### config.mk
export PLATFORM = sky130hd
export DESIGN_NAME = jk_bank_ctrl
export DESIGN_NICKNAME = d
export VERILOG_FILES = /design/src/rtl/jk_bank_ctrl.sv
export SDC_FILE = /design/constraint.sdc
export NUM_CORES = 1
export LEC_CHECK = 0
export ABC_AREA = 1
export BUFFER_PORTS_ARGS = -buffer_cell sky130_fd_sc_hd__buf_2
export CAP_MARGIN = 10
export CORE_MARGIN = 2
export CORE_UTILIZATION = 57
export DETAILED_ROUTE_END_ITERATION = 10
export PLACE_DENSITY = 0.84
export SKIP_CTS_REPAIR_TIMING = 1
export SLEW_MARGIN = 20
export SYNTH_ARGS = -nofsm -noshare
export SYNTH_HDL_FRONTEND = slang
export SYNTH_HIERARCHICAL = 1
export SYNTH_SLANG_ARGS = --single-unit
### constraint.sdc
create_clock -name clk -period 3.36 [get_ports clk]
set_input_delay 0.336 -clock clk [delete_from_list [all_inputs] [get_ports clk]]
set_output_delay 0.336 -clock clk [all_outputs]
set_load 0.005 [all_outputs]
### src/rtl/jk_bank_ctrl.sv
// Command sequencer that drives per-bit J/K into an external JK flip-flop bank.
// Optional JKC_WRAP_STOP_EN: UP/DOWN runs halt at terminal count and report sat.

module jk_lane (
  input  logic [2:0] op,
  input  logic       en,
  input  logic       d,
  input  logic       tu,
  input  logic       td,
  output logic       j,
  output logic       k
);
  always_comb begin
    j = 1'b0;
    k = 1'b0;
    if (en) begin
      case (op)
        3'd1: k = 1'b1;
        3'd2: begin j = d;  k = ~d; end
        3'd3: begin j = tu; k = tu; end
        3'd4: begin j = td; k = td; end
        3'd5: begin j = d;  k = d;  end
        default: ;
      endcase
    end
  end
endmodule

module jk_bank_ctrl #(
  parameter int W  = 4,
  parameter int LW = 8
) (
  input  logic          clk,
  input  logic          rst,
  input  logic          cmd_valid,
  output logic          cmd_ready,
  input  logic [2:0]    cmd_op,
  input  logic [W-1:0]  cmd_data,
  input  logic [LW-1:0] cmd_len,
  input  logic [W-1:0]  q_in,
  output logic [W-1:0]  j_out,
  output logic [W-1:0]  k_out,
  output logic          busy,
  output logic          done,
  output logic          tc
`ifdef JKC_WRAP_STOP_EN
  , output logic        sat
`endif
);
  localparam logic [LW-1:0] ONE = 1;

  typedef enum logic [1:0] {IDLE, RUN, DONE} state_t;
  typedef struct packed {
    logic [2:0]   op;
    logic [W-1:0] data;
  } cmd_t;

  state_t        st, st_nx;
  cmd_t          cmd_q;
  logic [LW-1:0] rem;
  logic [W-1:0]  up_c, dn_c;
  logic          run, en, stop;

  assign run = (st == RUN);

  // t[i] of the up/down counter: carry/borrow ripple over lower Q bits
  for (genvar i = 0; i < W; i++) begin : g_lane
    if (i == 0) begin : g_lsb
      assign up_c[i] = 1'b1;
      assign dn_c[i] = 1'b1;
    end else begin : g_msb
      assign up_c[i] = up_c[i-1] & q_in[i-1];
      assign dn_c[i] = dn_c[i-1] & ~q_in[i-1];
    end
    jk_lane u_lane (
      .op (cmd_q.op),
      .en (en),
      .d  (cmd_q.data[i]),
      .tu (up_c[i]),
      .td (dn_c[i]),
      .j  (j_out[i]),
      .k  (k_out[i])
    );
  end

  assign tc = run && (((cmd_q.op == 3'd3) && (&q_in)) ||
                      ((cmd_q.op == 3'd4) && !(|q_in)));

`ifdef JKC_WRAP_STOP_EN
  logic sat_q;
  assign stop = tc;
  assign sat  = sat_q;
`else
  assign stop = 1'b0;
`endif
  assign en = run && !stop;

  assign cmd_ready = (st == IDLE) && rst;
  assign busy      = (st != IDLE) && rst;
  assign done      = (st == DONE) && rst;

  always_comb begin
    st_nx = st;
    case (st)
      IDLE:    if (cmd_valid && cmd_ready) st_nx = RUN;
      RUN:     if (rem <= ONE || stop) st_nx = DONE;
      DONE:    st_nx = IDLE;
      default: st_nx = IDLE;
    endcase
  end

  always_ff @(posedge clk) begin
    if (!rst) begin
      st    <= IDLE;
      cmd_q <= '0;
      rem   <= '0;
`ifdef JKC_WRAP_STOP_EN
      sat_q <= 1'b0;
`endif
    end else begin
      st <= st_nx;
      if (st == IDLE && cmd_valid) begin
        cmd_q <= '{op: cmd_op, data: cmd_data};
        rem   <= (cmd_len == '0) ? ONE : cmd_len;
      end else if (run) begin
        rem <= rem - ONE;
      end
`ifdef JKC_WRAP_STOP_EN
      sat_q <= run && stop;
`endif
    end
  end
endmodule

## Word-level counts from Yosys, hierarchy flattened

Cells that the tools add are included.

- Register bits: 17
- Input port bits: 22
- Output and inout bits: 12
- Word-level logic and storage cells: 68

- $add $sub $neg: 1
- Magnitude comparators: 1
- Equal/unequal tests: 9
- Mux-type cells: 22
- Bitwise operators: 11
- Reduce and logical (&&, ||, !) cells: 20

Operator list:

| kind | count |
|---|---|
| two-way mux 8 bit | 3 |
| case mux 1 bit (5 select lines) | 3 |
| case mux 1 bit (3 select lines) | 4 |
| less-or-equal comparator 8 x 1 -> 1 bit (second input constant) | 1 |
| logical AND 1 bit | 8 |
| logical NOT 8 bit | 1 |
| two-way mux 1 bit | 8 |
| subtractor 8 x 1 -> 8 bit (second input constant) | 1 |
| inverter 1 bit | 7 |
| == test 3 x 2 -> 1 bit (second input constant) | 2 |
| == test 3 bit (second input constant) | 2 |
| bitwise AND 1 bit | 4 |
| two-way mux 2 bit | 2 |
| inequality test 2 x 1 -> 1 bit (second input constant) | 2 |
| case mux 2 bit (2 select lines) | 1 |
| AND reduction 4 bit | 1 |
| nonzero test 2 bit | 2 |
| OR reduction 2 bit | 2 |
| OR reduction 4 bit | 1 |
| == test 3 x 1 -> 1 bit (second input constant) | 1 |
| OR reduction 3 bit | 1 |
| == test 2 x 1 -> 1 bit (second input constant) | 1 |
| == test 2 bit (second input constant) | 1 |
| logical NOT 2 bit | 1 |
| 4 further kinds | 4 |

## Longest topological paths before layout

- Word-level depth: 5
- Depth in mapped cells: 9
- Mapped depth without buffers: 9

## Modules after synthesis

Netlist, hierarchy kept.

Modules (own cells, without submodules):

| module | instances | cells an instance | area each (µm²) | seq. area each (µm²) |
|---|---|---|---|---|
| jk_bank_ctrl | 1 | 153 | 950.9 | 340.3 |
| jk_lane | 4 | 28 | 117.6 | 0.0 |

## Worst setup path after synthesis

No wires, ideal clock.

- Path kind: reg-to-output
- Start: register cmd_q[6] in the netlist's numbering
- End: output tc
- Data arrival time: 1.221 ns
- Required time: 3.024 ns
- Path slack: 1.803 ns
- Stages on the path, launching flop included: 5
- Buffers on the path: 0
- Cells stage by stage: dfxtp_1 inv_1 nor2_1 nand3_1 a21oi_1

- Longest elaborated chain between the ends: 4
- Elaborated cells on any way between the ends: 6
- Classes of those cells: eq/ne (2); reduce/logical (4)

Ends and longest elaborated chain:

| what | RTL line | text |
|---|---|---|
| start, declared | 59 | `cmd_t cmd_q;` |
| start signal, assigned | 123 | `cmd_q <= '{op: cmd_op, data: cmd_data};` |
| == test 3 x 2 -> 1 bit / == test 3 bit (equally long branches) | 86, 87 |  |
| logical AND 1 bit, on equally long branches | 86, 87 |  |
| logical OR 1 bit * | 86 | `assign tc = run && (((cmd_q.op == 3'd3) && (&q_in)) \|\|` |
| logical AND 1 bit * | 86 |  |
| end, declared | 45 | `output logic tc` |

Every way passes the cells marked *; elsewhere a longest branch is shown, timed or not.

## Worst setup path in the final report

Same ends and word-level chain as after synthesis.

==> results_dict.tcl <==
set metrics [dict create \
    status "finished, final reports clean" \
    slowest_delay_ps 870 \
    grt_use_met2_pct 44.11 \
    coreArea_um2 2410 \
    vias_per_cell 4.919 \
    clk_latency_ps 290 \
    rsz0062_at_grt "no" \
    crit_required_ps 3020 \
    skew_ps 3.568 \
    seq_area_frac_synth_pct 23.94 \
    globalRouteMet3Util_pct 3.611 \
    slew_violations 0 \
    min-delay-path-class "input port to flop" \
    syn_avg_cell_area_um2 5.364 \
    max_slew_margin_pct 44.72 \
    grt.total_usage_pct 24.54 \
    path_max_fanout 25 \
    crit_slowest_cell "dfxtp_1" \
    grt_antenna_before_repair 0 \
    drt_wl_total_um 3170 \
    arrival_ps 1830 \
    ys_ff_latch 17 \
    cp_cell_sequence "inv_1, nor2_1, nand3_1, a21oi_1, buf_2" \
    worst_pin_slew_ps 828.0 \
    die_height_um 53.94 \
    dieArea_um2 2909 \
    setup_viol 0 \
    final_common_cell "nand2_1" \
    ys_types 22 \
    ys_warn_count 6 \
    cts_tree "yes" \
    drive_gt1_share_pct 15.89 \
    syn_area_um2 1421 \
    ctsLongestPathBuffers 2 \
    drtAntennaViolNets 0 \
    start_util_pct 58.98 \
    grt_pass1_vias 1374 \
    rows 18 \
    cts_buffers 3 \
    finalSetupTns_ps 0 \
    drt_iter0_drc 32 \
    crit_cells 5 \
    yosysTopAreaCell "dfxtp_1" \
    cp-start-kind "flop" \
    endpoint_kind "output pin" \
    diodes 0 \
    num_vias 1633 \
    max_freq_ghz 0.4627 \
    timing_hold_violations_final 0 \
    gp_congestion 0.8774 \
    layout_setup_ws_ps 1199 \
    place_ws_ps 1536 \
    grt_pass1_wl_um 5340 \
    clk_pin_slew_ps 90 \
    endpoint "tc" \
    cts-root-buf "clkbuf_4" \
    yosys.area.top_type_share_pct 23.94 \
    busiest_layer "met2" \
    wl_per_cell_um 9.548 \
    leakage_nw 0.8573 \
    synth.area.top_cells "dfxtp_1, nand2_1, nor2_1" \
    first_pass_iters 4 \
    r2r-end "rem[1]$_SDFFE_PN0P_" \
    fin_crit_sh_pct 64.33 \
    die_w_um 53.94 \
    route.detailed.drc 0 \
    ios 34 \
    reg2reg_depth 7 \
    ir_drop_v 0.0003424 \
    powerDensity_nw_per_um2 419.8 \
    r2r-start "st[0]$_SDFFE_PN0P_" \
    clock-sinks 17 \
    cp.buffers_inverters 2 \
    portBuffers 33 \
    grt_max_degree 28 \
    startpoint "cmd_q[6]$_SDFFE_PN0P_" \
    grtUsageMet1_pct 28.62 \
    most-common-layout-cells "nand2_1, nor2_1, inv_1, buf_2, nand3_1" \
    syn_to_final_growth_pct 15.49 \
    htree_levels 1 \
    critPathTopFamily "flip-flops" \
    layout_min_cycle_time_ps 2161 \
    critPathKind "flop to output pin" \
    num-nets-final 327 \
    drv_cap 0 \
    synthCells 265 \
    gr-total-overflow 0 \
    dp_hpwl_um 2357 \
    r2r_slack_ps 2050 \
]
==> stage by stage <==
stage	utilization [%]	total power, mW	cells	hold slack [ps]	cell area (um^2)
floorplan	-	0.5054	268	475.4	1433
global placement	67.03	0.5746	328	490.1	1615
detailed placement	67.03	0.5816	328	497.9	1615
CTS	68.12	0.6916	332	287.4	1642
global route	68.12	0.7606	332	284.9	1642
finish	68.12	0.6892	332	291.2	1642
==> worst min path at each step <==
stage	from	to	slack, ps	depth (start not counted)
finish	cmd_op[1]	cmd_q[5]$_SDFFE_PN0P_	290	3
global route	cmd_op[1]	cmd_q[5]$_SDFFE_PN0P_	280	3
CTS	cmd_data[2]	cmd_q[2]$_SDFFE_PN0P_	290	3
detailed placement	cmd_q[2]$_SDFFE_PN0P_	cmd_q[2]$_SDFFE_PN0P_	500	2
global placement	cmd_q[2]$_SDFFE_PN0P_	cmd_q[2]$_SDFFE_PN0P_	490	2
floorplan	cmd_q[0]$_SDFFE_PN0P_	cmd_q[0]$_SDFFE_PN0P_	480	2
==> worst reg2reg max path, stage by stage, from the launching register on <==
cell and delay [ps]:
dfxtp_1 350, nor2_2 160, nand2_2 190, inv_2 240
nand2_1 70, o21ai_0 100, a21oi_1 70, nor2_1 90
==> synthesized netlist by cell type <==
cell type	n
clkbuf_1	1
nand3b_1	2
a21oi_1	12
nand2_2	1
inv_2	6
o2111ai_1	1
conb_1	1
o211ai_1	1
o21ai_0	13
nor3_1	4
inv_1	40
buf_2	1
dfxtp_1	17
nand4_1	6
nand3_1	32
buf_6	1
nor2_2	5
ha_1	2
nor2_1	54
clkinv_1	1
nand2_1	63
o21ai_1	1
==> layout make-up <==
cell class,instances,area [um^2]
multi-input cells,201,895.9
repair buffers,33,165.2
well taps,30,37.54
clock buffers,4,26.28
fillers,256,768.2
flip-flops and latches,17,340.3
inverters,47,176.4
==> where the power goes <==
part	switching (mW)	total (mW)	leakage, nW	internal [mW]
combinational	0.185	0.294	0.702	0.108
clock	0.0636	0.110	0.0150	0.0463
sequential	0.0529	0.286	0.141	0.233
==> per-layer routing <==
metal  wire length (um)  up-vias
met3                120        9
met5                  0        -
met1               1452      684
met2               1529       36
li1                   -      904
met4                 69        0
==> flip-flops by register name, indices dropped and copies added, names as in the netlist <==
name   count
cmd_q      7
st         2
rem        8
==> logic make-up after synthesis <==
family          count (synthesis)  synth area share (%)
other cells                     1                0.2638
buf+inv                        50                 13.82
compound gates                 28                 10.30
fa+ha+maj                       2                 1.760
flops                          17                 23.94
simple gates                  167                 49.91
Note: power is estimated with default switching activity, not from simulation.
